--- config.mk ---
export PLATFORM = sky130hd
export DESIGN_NAME = pal_cfg_loader
export DESIGN_NICKNAME = d
export VERILOG_FILES = /design/src/rtl/pal_cfg_loader.sv
export SDC_FILE = /design/constraint.sdc
export NUM_CORES = 1
export LEC_CHECK = 0
export ABC_AREA = 1
export CORE_ASPECT_RATIO = 2
export CORE_MARGIN = 2
export CORE_UTILIZATION = 50
export DETAILED_ROUTE_END_ITERATION = 8
export PLACE_DENSITY = 0.77
export SETUP_SLACK_MARGIN = 0.02
export SYNTH_ARGS = -nofsm -noshare
export SYNTH_HDL_FRONTEND = slang
export SYNTH_SLANG_ARGS = --single-unit
--- constraint.sdc ---
create_clock -name CLK -period 2.6 [get_ports CLK]
set_input_delay 0.52 -clock CLK [delete_from_list [all_inputs] [get_ports CLK]]
set_output_delay 0.52 -clock CLK [all_outputs]
set_load 0.02 [all_outputs]
--- src/rtl/pal_cfg_loader.sv ---
// ---------------------------------------------------------------------------
// pal_cfg_loader
//
// Purpose
//   Loads a PAL configuration chain of SR_LEN bits. Configuration words of W
//   bits arrive on a valid/ready stream. Each word is shifted out LSB first on
//   CFG_OUT, with EN_OUT high for every emitted bit. When the last chain bit
//   has been emitted, DONE pulses for one cycle. Any upper bits of the final
//   word that would overrun the chain are dropped.
//
// Optional feature
//   PAL_CFG_CRC_EN : when defined, CRC carries a running CRC-8 (poly 0x07,
//                    init 0x00) over the emitted bitstream. When undefined,
//                    CRC is tied to 8'h00 and no checksum logic is built.
//
// Handshake
//   A word transfers on a rising edge where IN_VALID and IN_READY are both 1.
//   IN_READY is a pure function of state (high only while waiting for a
//   word), so it never depends on IN_VALID. ABORT in the same cycle wins and
//   the word is not taken.
//
// Ports
//   CLK       in   clock, all state changes on the rising edge
//   RES       in   synchronous active-high reset (highest priority)
//   START     in   begin a new load (honoured only in IDLE)
//   ABORT     in   cancel the load in progress (ignored in IDLE)
//   IN_DATA   in   [W-1:0] configuration word
//   IN_VALID  in   qualifies IN_DATA
//   IN_READY  out  loader accepts a word this cycle
//   CFG_OUT   out  serial configuration bit (registered)
//   EN_OUT    out  chain shift enable (registered)
//   BUSY      out  high in every state except IDLE
//   DONE      out  one-cycle pulse when a load completes
//   CRC       out  [7:0] checksum of the emitted bitstream
//   DBG_STATE out  [1:0] current FSM state (0 IDLE, 1 LOAD, 2 SHIFT, 3 FIN)
// ---------------------------------------------------------------------------
module pal_cfg_loader #(
    parameter int SR_LEN = 192,
    parameter int W      = 8
) (
    input  logic         CLK,
    input  logic         RES,
    input  logic         START,
    input  logic         ABORT,
    input  logic [W-1:0] IN_DATA,
    input  logic         IN_VALID,
    output logic         IN_READY,
    output logic         CFG_OUT,
    output logic         EN_OUT,
    output logic         BUSY,
    output logic         DONE,
    output logic [7:0]   CRC,
    output logic [1:0]   DBG_STATE
);

    localparam int CNT_W = $clog2(SR_LEN + 1);
    localparam int WC_W  = $clog2(W + 1);

    localparam logic [CNT_W-1:0] CNT_LAST = CNT_W'(SR_LEN);
    localparam logic [CNT_W-1:0] CNT_ONE  = CNT_W'(1);
    localparam logic [WC_W-1:0]  WC_LAST  = WC_W'(W);
    localparam logic [WC_W-1:0]  WC_ONE   = WC_W'(1);

    localparam logic [1:0] ST_IDLE  = 2'd0;
    localparam logic [1:0] ST_LOAD  = 2'd1;
    localparam logic [1:0] ST_SHIFT = 2'd2;
    localparam logic [1:0] ST_FIN   = 2'd3;

    logic [1:0]       state;
    logic [W-1:0]     shreg;
    logic [W-1:0]     shreg_next;
    logic [CNT_W-1:0] bit_cnt;   // chain bits placed on CFG_OUT so far
    logic [WC_W-1:0]  word_cnt;  // bits of the current word placed so far
    logic             cfg_q;
    logic             en_q;
    logic             word_end;
    logic             chain_end;
    logic             abort_now;

    // shreg[0] is the bit currently on CFG_OUT; the next bit is shreg[1].
    assign shreg_next = shreg >> 1;
    assign word_end   = (word_cnt == WC_LAST);
    assign chain_end  = (bit_cnt == CNT_LAST);
    assign abort_now  = ABORT && (state != ST_IDLE);

    always_ff @(posedge CLK) begin
        if (RES) begin
            state    <= ST_IDLE;
            shreg    <= '0;
            bit_cnt  <= '0;
            word_cnt <= '0;
            cfg_q    <= 1'b0;
            en_q     <= 1'b0;
        end else if (abort_now) begin
            state <= ST_IDLE;
            cfg_q <= 1'b0;
            en_q  <= 1'b0;
        end else begin
            case (state)
                ST_IDLE: begin
                    if (START) begin
                        state    <= ST_LOAD;
                        bit_cnt  <= '0;
                        word_cnt <= '0;
                    end
                end
                ST_LOAD: begin
                    // Bit 0 goes straight to the output register so it is
                    // visible in the cycle right after the accepting edge.
                    if (IN_VALID) begin
                        shreg    <= IN_DATA;
                        cfg_q    <= IN_DATA[0];
                        en_q     <= 1'b1;
                        bit_cnt  <= bit_cnt + CNT_ONE;
                        word_cnt <= WC_ONE;
                        state    <= ST_SHIFT;
                    end
                end
                ST_SHIFT: begin
                    // The chain limit can cut a word short; the remaining
                    // upper bits of that word are simply never emitted.
                    if (word_end || chain_end) begin
                        cfg_q <= 1'b0;
                        en_q  <= 1'b0;
                        state <= chain_end ? ST_FIN : ST_LOAD;
                    end else begin
                        shreg    <= shreg_next;
                        cfg_q    <= shreg_next[0];
                        bit_cnt  <= bit_cnt + CNT_ONE;
                        word_cnt <= word_cnt + WC_ONE;
                    end
                end
                ST_FIN: begin
                    state <= ST_IDLE;
                end
                default: begin
                    state <= ST_IDLE;
                end
            endcase
        end
    end

`ifdef PAL_CFG_CRC_EN
    logic [7:0] crc_q;
    logic       crc_fb;

    // The checksum folds in the bit actually on CFG_OUT during each SHIFT
    // cycle; an abort freezes it at its last value.
    assign crc_fb = crc_q[7] ^ cfg_q;

    always_ff @(posedge CLK) begin
        if (RES) begin
            crc_q <= 8'h00;
        end else if (abort_now) begin
            crc_q <= crc_q;
        end else if ((state == ST_IDLE) && START) begin
            crc_q <= 8'h00;
        end else if (state == ST_SHIFT) begin
            crc_q <= {crc_q[6:0], 1'b0} ^ (crc_fb ? 8'h07 : 8'h00);
        end
    end

    assign CRC = crc_q;
`else
    assign CRC = 8'h00;
`endif

    assign IN_READY  = (state == ST_LOAD);
    assign BUSY      = (state != ST_IDLE);
    assign DONE      = (state == ST_FIN);
    assign EN_OUT    = en_q;
    assign CFG_OUT   = cfg_q;
    assign DBG_STATE = state;

endmodule
==> flow_metrics.py, run 1 <==
metrics = {
    "routing": {
        "route.final.wire_length_mm": 3.23,
        "drt-vias-per-instance": 5.29,
        "dr.first_iter.drc_count": 21,
        "first_pass_iteration_count_of_the_detailed_router": 5,
        "wl_per_cell_um": 11.8,
        "via_count": 1450,
        "drt.antenna.violating_nets": 0,
        "drcViolationCount": 0,
    },
    "power_and_ir_drop": {
        "static_power_due_to_leakage_nw": 0.775,
        "comb_power_share_pct": 53.8,
        "p_per_area_nw_per_um2": 1020,
        "power.share.clock_pct": 13.1,
        "switching_fraction_pct": 46.3,
        "p_int_mw": 0.934,
        "p_switching_mw": 0.805,
        "seq_power_share_pct": 33.1,
        "peakVddDrop_mv": 0.694,
    },
    "yosys": {
        "avgSynthCellArea_um2": 6.54,
        "synth_cells": 228,
        "yosys_register_bits": 23,
        "syn-cell-area_um2": 1490,
        "yosysSeqAreaShare_pct": 30.9,
        "synth_area_leader_cell": "dfxtp_1",
        "synth_warnings": 0,
        "synthDominantCellAreaShare_pct": 30.9,
        "synthTopCellsByArea": "dfxtp_1 (31%), nand2_1 (17%), nand4_1 (7.1%)",
        "synthDistinctLibCells": 25,
    },
    "cells_and_area": {
        "insertedDiodeCount": 0,
        "layout-drive-gt1-share_pct": 5.74,
        "layout.filler_cells": 299,
        "layout_overhead_on_the_synthesized_area_pct": 14.3,
        "sequential_cell_area_um2": 460,
        "commonest_non_fill_non_tap_cell_in_the_layout": "nand2_1",
        "multi_input_area_um2": 856,
        "final_core_utilization_pct": 58.6,
        "layout.nets": 266,
        "most-common-layout-cells": "nand2_1 (68), nor2_1 (25), inv_1 (24)",
    },
    "global_routing": {
        "grt-ovfl-total": 0,
        "vias_in_the_first_global_route": 1299,
        "grt_start_max_net_pins": 19,
        "track_usage_pct": 20.1,
        "grt_antenna_before_repair": 0,
        "grt_pass1_wl_mm": 5.41,
    },
    "critical_path": {
        "crit_path_frequent_cell": "inv_1",
        "cpMaxStageDelayCell": "clkdlybuf4s50_1",
        "crit_path_max_fanout": 5,
        "crit_buf_inv": 3,
        "worstSetupPathType": "reg2out",
        "end_kind": "output port",
        "slowest_delay_ns": 0.61,
        "critical_path.top_delay_family": "buffers and inverters",
        "cp_cell_sequence": "inv_1, ha_1, inv_1, clkdlybuf4s50_1",
        "setup.worst_path.start_class": "flip-flop",
        "register_to_register_path_setup_slack_ns": 0.69,
        "cp_data_required_time_ns": 2.08,
        "timing.critical_path.arrival_ns": 1.71,
    },
    "job": {
        "max-cap-violations": 0,
    },
    "clock_tree": {
        "cts.reportedPaths.clkPinSlew_ns": 0.08,
        "cts_buffers": 3,
        "clockRootBuffer": "clkbuf_8",
        "cts-resized-gates": 0,
        "clock_tree_from_tritoncts": "done",
        "htree_num_levels": 1,
        "maximum_root_to_sink_buffer_count": 2,
        "count_of_hold_buffers_inserted_by_post_cts_repair": 0,
        "clkLatencyLatePin_ns": 0.27,
        "tritoncts_num_sinks": 23,
        "postCtsSetupRepairBufs": 0,
    },
    "timing": {
        "fin_crit_sh_pct": 85.8,
        "finalHoldViolations": 0,
        "slew_headroom_pct": 63.7,
        "tightestPinTransition_ns": 0.545,
        "setup_violations_final": 0,
        "clock.fmax_mhz": 449,
        "final_worst_slack_ns": 0.370,
        "max_clock_skew_ns": 0.00142,
        "maxSlewViolCount": 0,
        "setup_repair_after_global_routing_missed_its_margin": "no",
        "timing.setup.tns_ns": 0,
        "final_period_minus_worst_setup_slack_ns": 2.23,
    },
    "floorplan": {
        "rows": 28,
        "chipWidth_um": 42.6,
        "top_level_port_count": 28,
        "dieHeight_um": 81.2,
        "design.core.area_um2": 2910,
        "dieArea_um2": 3460,
        "floorplan.initialDensity_pct": 51.3,
    },
    "run_status": {
        "outcome": "complete, no violations",
    },
    "place": {
        "port_buffers": 19,
        "hpwl_mm": 2.48,
        "pre_cts_ws_ns": 0.639,
        "gp_congestion": 0.775,
    },
    "worst_hold_path": {
        "worstHoldPathType": "reg2reg",
    },
}
-- layer usage --
layer	part of all wire, %	global-route usage, %	vias to the layer above
met5	0	0	-
met4	1.8	7.81	0
met3	3.3	2.00	5
met2	57	39.2	44
met1	38	20.9	658
li1	-	-	743
-- area by class of cell --
class | count | share of cell area, %
inverter | 25 | 5.50
timing repair buffer | 22 | 12.5
clock buffer | 4 | 2.64
sequential | 23 | 27.0
multi-input combinational | 170 | 50.2
tap | 30 | 2.20
-- kinds of logic after synthesis --
family / after synthesis / synth area share, %
other cells: 1 / 0.251
simple gates: 128 / 38.7
fa+ha+maj: 8 / 6.71
flops: 23 / 30.9
buf+inv: 42 / 13.5
xor+xnor: 2 / 1.17
compound gates: 24 / 8.81
-- per-stage QoR --
step | area (um^2) | hold slack, ns | cells | total power, mW
6_report | 1710 | 0.467 | 274 | 1.74
5_1_grt | 1710 | 0.493 | 274 | 1.90
4_1_cts | 1710 | 0.468 | 274 | 1.74
3_5_place_dp | 1660 | 0.456 | 270 | 1.52
3_3_place_gp | 1660 | 0.450 | 270 | 1.50
2_1_floorplan | 1520 | 0.441 | 235 | 1.28
-- synthesized netlist by cell type, drive strengths merged --
library cell	count
o21ai	2
o21bai	2
a31oi	1
nor2	26
nand4	17
inv	25
nor3	1
nand2	73
nand3	10
ha	8
conb	1
dfxtp	23
xor2	2
clkbuf	5
or2	1
a21oi	17
buf	12
a211oi	2
-- power groups by stage --
| stage | combinational (mW) | sequential, mW | clock [mW] |
|---|---|---|---|
| floorplan | 0.691 | 0.592 | 0 |
| finish | 0.935 | 0.575 | 0.228 |
| global placement | 0.922 | 0.581 | 0 |
| global route | 1.06 | 0.596 | 0.242 |
| detailed placement | 0.934 | 0.584 | 0 |
| CTS | 0.939 | 0.575 | 0.229 |
-- worst min-delay path: cells and delay by family, from the launching register on --
family / cells / cell delay [ns]
compound gates: 1 / 0.05
simple gates: 1 / 0.06
flops: 1 / 0.32
-- path summary, 6_finish.rpt --
path,from,cells past startpoint,endpoint
max,DBG_STATE[0],4,BUSY
min,shreg[4],2,shreg[4]
max reg2reg,DBG_STATE[0],7,shreg[1]
min reg2reg,shreg[4],2,shreg[4]
-- flip-flops by register name, indices dropped and copies added, names as in the netlist --
name       flops
bit_cnt        8
shreg          7
word_cnt       4
DBG_STATE      2
CFG_OUT        1
EN_OUT         1
Power figures use the tool's default switching activity.
==> run 2, diff against run 1 <==
- CORE_ASPECT_RATIO: 2 -> 1.5
==> run 2 against run 1 <==
Effect of this change:
- routed wire length shrank 4.2%
- largest cell class unchanged
- critical path type unchanged
- sequential cell count is the same
- setup slack got worse by 0.013 ns
- worst hold slack worse by 0.0028 ns
- critical path depth unchanged
- clock power about the same
- die area fell by 0.51%
- maximum frequency fell by 0.59%
- highest routed layer unchanged
- sequential share of layout area is 0.20 points lower
- register-to-register slack gained 0.03 ns
==> flow_metrics.py, run 2 (synthesis gave the netlist of run 1 again) <==
metrics = {
    "floorplan": {
        "top_level_port_count": 28,
        "design.core.area_um2": 2880,
        "rows": 24,
        "dieHeight_um": 70.9,
        "floorplan.initialDensity_pct": 51.7,
        "dieArea_um2": 3440,
        "chipWidth_um": 48.6,
    },
    "cells_and_area": {
        "layout_overhead_on_the_synthesized_area_pct": 15.2,
        "insertedDiodeCount": 0,
        "layout.nets": 266,
        "commonest_non_fill_non_tap_cell_in_the_layout": "nand2_1",
        "top_register": "bit_cnt",
        "largest_reg_flops": 8,
        "layout.cell_area.non_filler_um2": 1720,
        "layout_top_registers": "bit_cnt (8), shreg (7), word_cnt (4)",
        "layout-drive-gt1-share_pct": 6.15,
        "most-common-layout-cells": "nand2_1 (68), nor2_1 (25), inv_1 (24)",
    },
    "critical_path": {
        "r2r_cells": 7,
        "register_to_register_path_setup_slack_ns": 0.72,
        "crit_path_frequent_cell": "inv_1",
        "setup.worst_path.start_class": "flip-flop",
        "cpMaxStageDelayCell": "clkdlybuf4s50_1",
        "cp_cell_sequence": "inv_1, ha_1, inv_1, clkdlybuf4s50_1",
        "worst_r2r_startpoint": "DBG_STATE[0]",
        "timing.critical_path.arrival_ns": 1.72,
        "rr_endpoint": "shreg[1]",
        "crit_path_max_fanout": 5,
        "end_kind": "output port",
        "cp_data_required_time_ns": 2.08,
        "slowest_delay_ns": 0.61,
        "worstSetupStartpoint": "DBG_STATE[0]",
        "endpoint": "BUSY",
        "worstSetupPathType": "reg2out",
    },
    "timing": {
        "clock.fmax_mhz": 446,
        "maxSlewViolCount": 0,
        "setup_repair_after_global_routing_missed_its_margin": "no",
        "max_clock_skew_ns": 0.00177,
        "final_period_minus_worst_setup_slack_ns": 2.24,
        "slew_headroom_pct": 63.7,
        "tightestPinTransition_ns": 0.544,
        "finalHoldViolations": 0,
        "setup_violations_final": 0,
        "fin_crit_sh_pct": 86.3,
        "timing.setup.tns_ns": 0,
        "hold_slack_ns": 0.465,
        "final_worst_slack_ns": 0.357,
    },
    "clock_tree": {
        "clkLatencyLatePin_ns": 0.27,
        "cts.reportedPaths.clkPinSlew_ns": 0.08,
        "count_of_hold_buffers_inserted_by_post_cts_repair": 0,
        "tritoncts_num_sinks": 23,
        "clockRootBuffer": "clkbuf_8",
        "postCtsSetupRepairBufs": 0,
        "maximum_root_to_sink_buffer_count": 2,
        "clock_tree_from_tritoncts": "done",
        "htree_num_levels": 1,
        "cts-resized-gates": 0,
        "cts_buffers": 3,
    },
    "power_and_ir_drop": {
        "static_power_due_to_leakage_nw": 0.778,
        "total_power_mw": 1.73,
        "p_per_area_nw_per_um2": 1010,
        "peakVddDrop_mv": 0.712,
    },
    "global_routing": {
        "track_usage_pct": 19.3,
        "grt-ovfl-total": 0,
        "grt_start_max_net_pins": 19,
        "grt_pass1_wl_mm": 5.29,
        "vias_in_the_first_global_route": 1248,
        "grt_antenna_before_repair": 0,
    },
    "routing": {
        "via_count": 1428,
        "drcViolationCount": 0,
        "drt-vias-per-instance": 5.05,
        "route.final.wire_length_mm": 3.09,
        "dr.first_iter.drc_count": 40,
        "first_pass_iteration_count_of_the_detailed_router": 4,
        "wl_per_cell_um": 10.9,
        "drt.antenna.violating_nets": 0,
    },
    "worst_hold_path": {
        "worst_hold_path.num_cells": 2,
        "worstHoldPathType": "reg2reg",
    },
    "place": {
        "pre_cts_ws_ns": 0.648,
        "gp_congestion": 0.830,
        "port_buffers": 19,
        "detailed_place.area_um2": 1670,
        "hpwl_mm": 2.28,
    },
    "job": {
        "max-cap-violations": 0,
    },
    "run_status": {
        "outcome": "complete, no violations",
    },
}
==> run 2: changes by cell type in the layout (fill, tap and decap cells not counted) <==
cell,change
clkinv_2,+1
clkbuf_1,-1
==> run 2: worst min path at each step <==
stage / startpoint / endpoint
after detailed placement: EN_OUT / EN_OUT
after global routing: shreg[6] / shreg[6]
after floorplan: shreg[2] / shreg[2]
after global placement: shreg[6] / shreg[6]
final: EN_OUT / EN_OUT
after CTS: shreg[4] / shreg[4]
==> run 2: critical path, delay by kind of cell, from the launching register on <==
family / cells / cell delay [ns]
flops: 1 / 0.42
fa+ha+maj: 1 / 0.22
buf+inv: 3 / 0.82
==> run 2: power by group <==
group          switching, mW  total, mW  internal [mW]
Clock                  0.122      0.230          0.107
Sequential             0.104      0.581          0.477
Combinational          0.574      0.921          0.346
==> run 2: through the flow <==
step	cells	utilization, %
4_1_cts	283	59.6
2_1_floorplan	235	-
3_3_place_gp	279	58.0
3_5_place_dp	279	58.0
6_report	283	59.6
5_1_grt	283	59.6
==> run 2: area by class of cell <==
cell class	count	area (um^2)
fillers	292	1160
multi-input cells	170	856
flip-flops and latches	23	460
repair buffers	22	213
inverters	25	93.8
well taps	39	48.8
clock buffers	3	41.3
clock inverters	1	5.00
==> run 2: per-layer routing <==
metal / GRT usage, % / part of all wire [%] / up-vias
met4: 9.52 / 1.9 / 0
met1: 22.1 / 43 / 643
met5: 0 / 0 / -
met2: 35.5 / 51 / 37
li1: - / - / 743
met3: 1.90 / 3.9 / 5
==> run 3, diff against run 2 <==
- CORE_MARGIN: 2 -> not set
==> run 3 against run 2 <==
Effect of this change:
- maximum frequency grew 0.51%
- setup slack gained 0.011 ns
- sequential share of layout area is essentially flat
- register-to-register slack is essentially flat
- critical path depth is the same
- routed wire length shrank 3.0%
==> flow_metrics.py, run 3 (synthesis gave the netlist of run 1 again) <==
metrics = {
    "timing": {
        "tightestPinTransition_ns": 0.535,
        "setup_repair_after_global_routing_missed_its_margin": "no",
        "maxSlewViolCount": 0,
        "slew_headroom_pct": 64.4,
        "finalHoldViolations": 0,
        "timing.setup.tns_ns": 0,
        "setup_violations_final": 0,
        "fin_crit_sh_pct": 85.8,
        "final_period_minus_worst_setup_slack_ns": 2.23,
        "hold_slack_ns": 0.463,
        "max_clock_skew_ns": 0.00247,
        "clock.fmax_mhz": 448,
    },
    "routing": {
        "drt.antenna.violating_nets": 0,
        "route.final.wire_length_mm": 3.00,
        "drt-vias-per-instance": 5.01,
        "via_count": 1408,
        "dr.first_iter.drc_count": 38,
        "wl_per_cell_um": 10.7,
        "drcViolationCount": 0,
        "first_pass_iteration_count_of_the_detailed_router": 4,
    },
    "global_routing": {
        "grt_pass1_wl_mm": 5.27,
        "grt_start_max_net_pins": 19,
        "grt_antenna_before_repair": 0,
        "grt-ovfl-total": 0,
        "track_usage_pct": 22.0,
        "vias_in_the_first_global_route": 1285,
    },
    "floorplan": {
        "dieHeight_um": 68.9,
        "dieArea_um2": 3210,
        "design.core.area_um2": 2760,
        "floorplan.initialDensity_pct": 54.0,
        "top_level_port_count": 28,
        "chipWidth_um": 46.6,
        "rows": 23,
    },
    "power_and_ir_drop": {
        "p_per_area_nw_per_um2": 1000,
        "static_power_due_to_leakage_nw": 0.778,
        "total_power_mw": 1.72,
        "peakVddDrop_mv": 0.684,
    },
    "clock_tree": {
        "clock_tree_from_tritoncts": "done",
        "clockRootBuffer": "clkbuf_8",
        "tritoncts_num_sinks": 23,
        "postCtsSetupRepairBufs": 0,
        "cts_buffers": 3,
        "maximum_root_to_sink_buffer_count": 2,
        "count_of_hold_buffers_inserted_by_post_cts_repair": 0,
        "htree_num_levels": 1,
        "cts.reportedPaths.clkPinSlew_ns": 0.08,
        "clkLatencyLatePin_ns": 0.26,
        "cts-resized-gates": 0,
    },
    "critical_path": {
        "worstSetupPathType": "reg2out",
        "end_kind": "output port",
        "r2r_cells": 8,
        "endpoint": "BUSY",
        "worstSetupStartpoint": "DBG_STATE[0]",
        "worst_r2r_startpoint": "DBG_STATE[0]",
        "timing.critical_path.arrival_ns": 1.71,
        "rr_endpoint": "shreg[7]",
        "cp_data_required_time_ns": 2.08,
        "setup.worst_path.start_class": "flip-flop",
        "crit_path_max_fanout": 5,
        "register_to_register_path_setup_slack_ns": 0.73,
    },
    "cells_and_area": {
        "layout.cell_area.non_filler_um2": 1720,
        "layout_top_registers": "bit_cnt (8), shreg (7), word_cnt (4)",
        "most-common-layout-cells": "nand2_1 (68), nor2_1 (25), inv_1 (24)",
        "commonest_non_fill_non_tap_cell_in_the_layout": "nand2_1",
        "insertedDiodeCount": 0,
        "largest_reg_flops": 8,
        "top_register": "bit_cnt",
        "layout-drive-gt1-share_pct": 6.15,
        "layout.nets": 266,
        "final_core_utilization_pct": 62.1,
        "layout_overhead_on_the_synthesized_area_pct": 15.0,
    },
    "place": {
        "gp_congestion": 0.856,
        "detailed_place.area_um2": 1670,
        "hpwl_mm": 2.27,
        "port_buffers": 19,
    },
    "run_status": {
        "outcome": "complete, no violations",
    },
    "job": {
        "max-cap-violations": 0,
    },
    "worst_hold_path": {
        "worstHoldPathType": "reg2reg",
    },
}
[run 3: worst min path at each step]
stage               end  depth (start not counted)  startpoint  slack (ns)
4_1_cts        shreg[3]                          2    shreg[3]        0.47
6_report         EN_OUT                          2      EN_OUT        0.46
5_1_grt        shreg[3]                          2    shreg[3]        0.49
3_3_place_gp   shreg[3]                          2    shreg[3]        0.45
3_5_place_dp   shreg[3]                          2    shreg[3]        0.45
2_1_floorplan  shreg[2]                          2    shreg[2]        0.44
[run 3: where the power goes]
group	internal (mW)	switching, mW	total (mW)	leakage (nW)
clock	0.107	0.114	0.221	0.0255
combinational	0.346	0.580	0.926	0.564
sequential	0.477	0.0974	0.574	0.188
[run 3: metrics by stage]
step           std cells  setup WS (ns)
3_5_place_dp         277          0.640
4_1_cts              281          0.356
2_1_floorplan        235          0.694
6_report             281          0.369
3_3_place_gp         277          0.693
5_1_grt              281          0.261
[run 3: worst max-delay path, cell delays in order (launching register included)]
cell	delay, ns
dfxtp_1	0.42
inv_1	0.11
ha_1	0.22
inv_1	0.10
clkdlybuf4s50_1	0.61
[run 3: cell type report]
cell class / instances / area [um^2]
fill: 273 / 1050
multi-input combinational: 170 / 856
sequential: 23 / 460
timing repair buffer: 22 / 213
inverter: 25 / 93.8
tap: 37 / 46.3
clock buffer: 3 / 41.3
clock inverter: 1 / 5.00
[run 3: routing by layer]
layer / global-route usage (%) / part of all wire (%) / vias to the layer above
met3: 2.08 / 2.8 / 2
met4: 8.82 / 0.90 / 0
met5: 0 / 0 / -
met1: 25.2 / 43 / 636
li1: - / - / 743
met2: 39.8 / 53 / 27
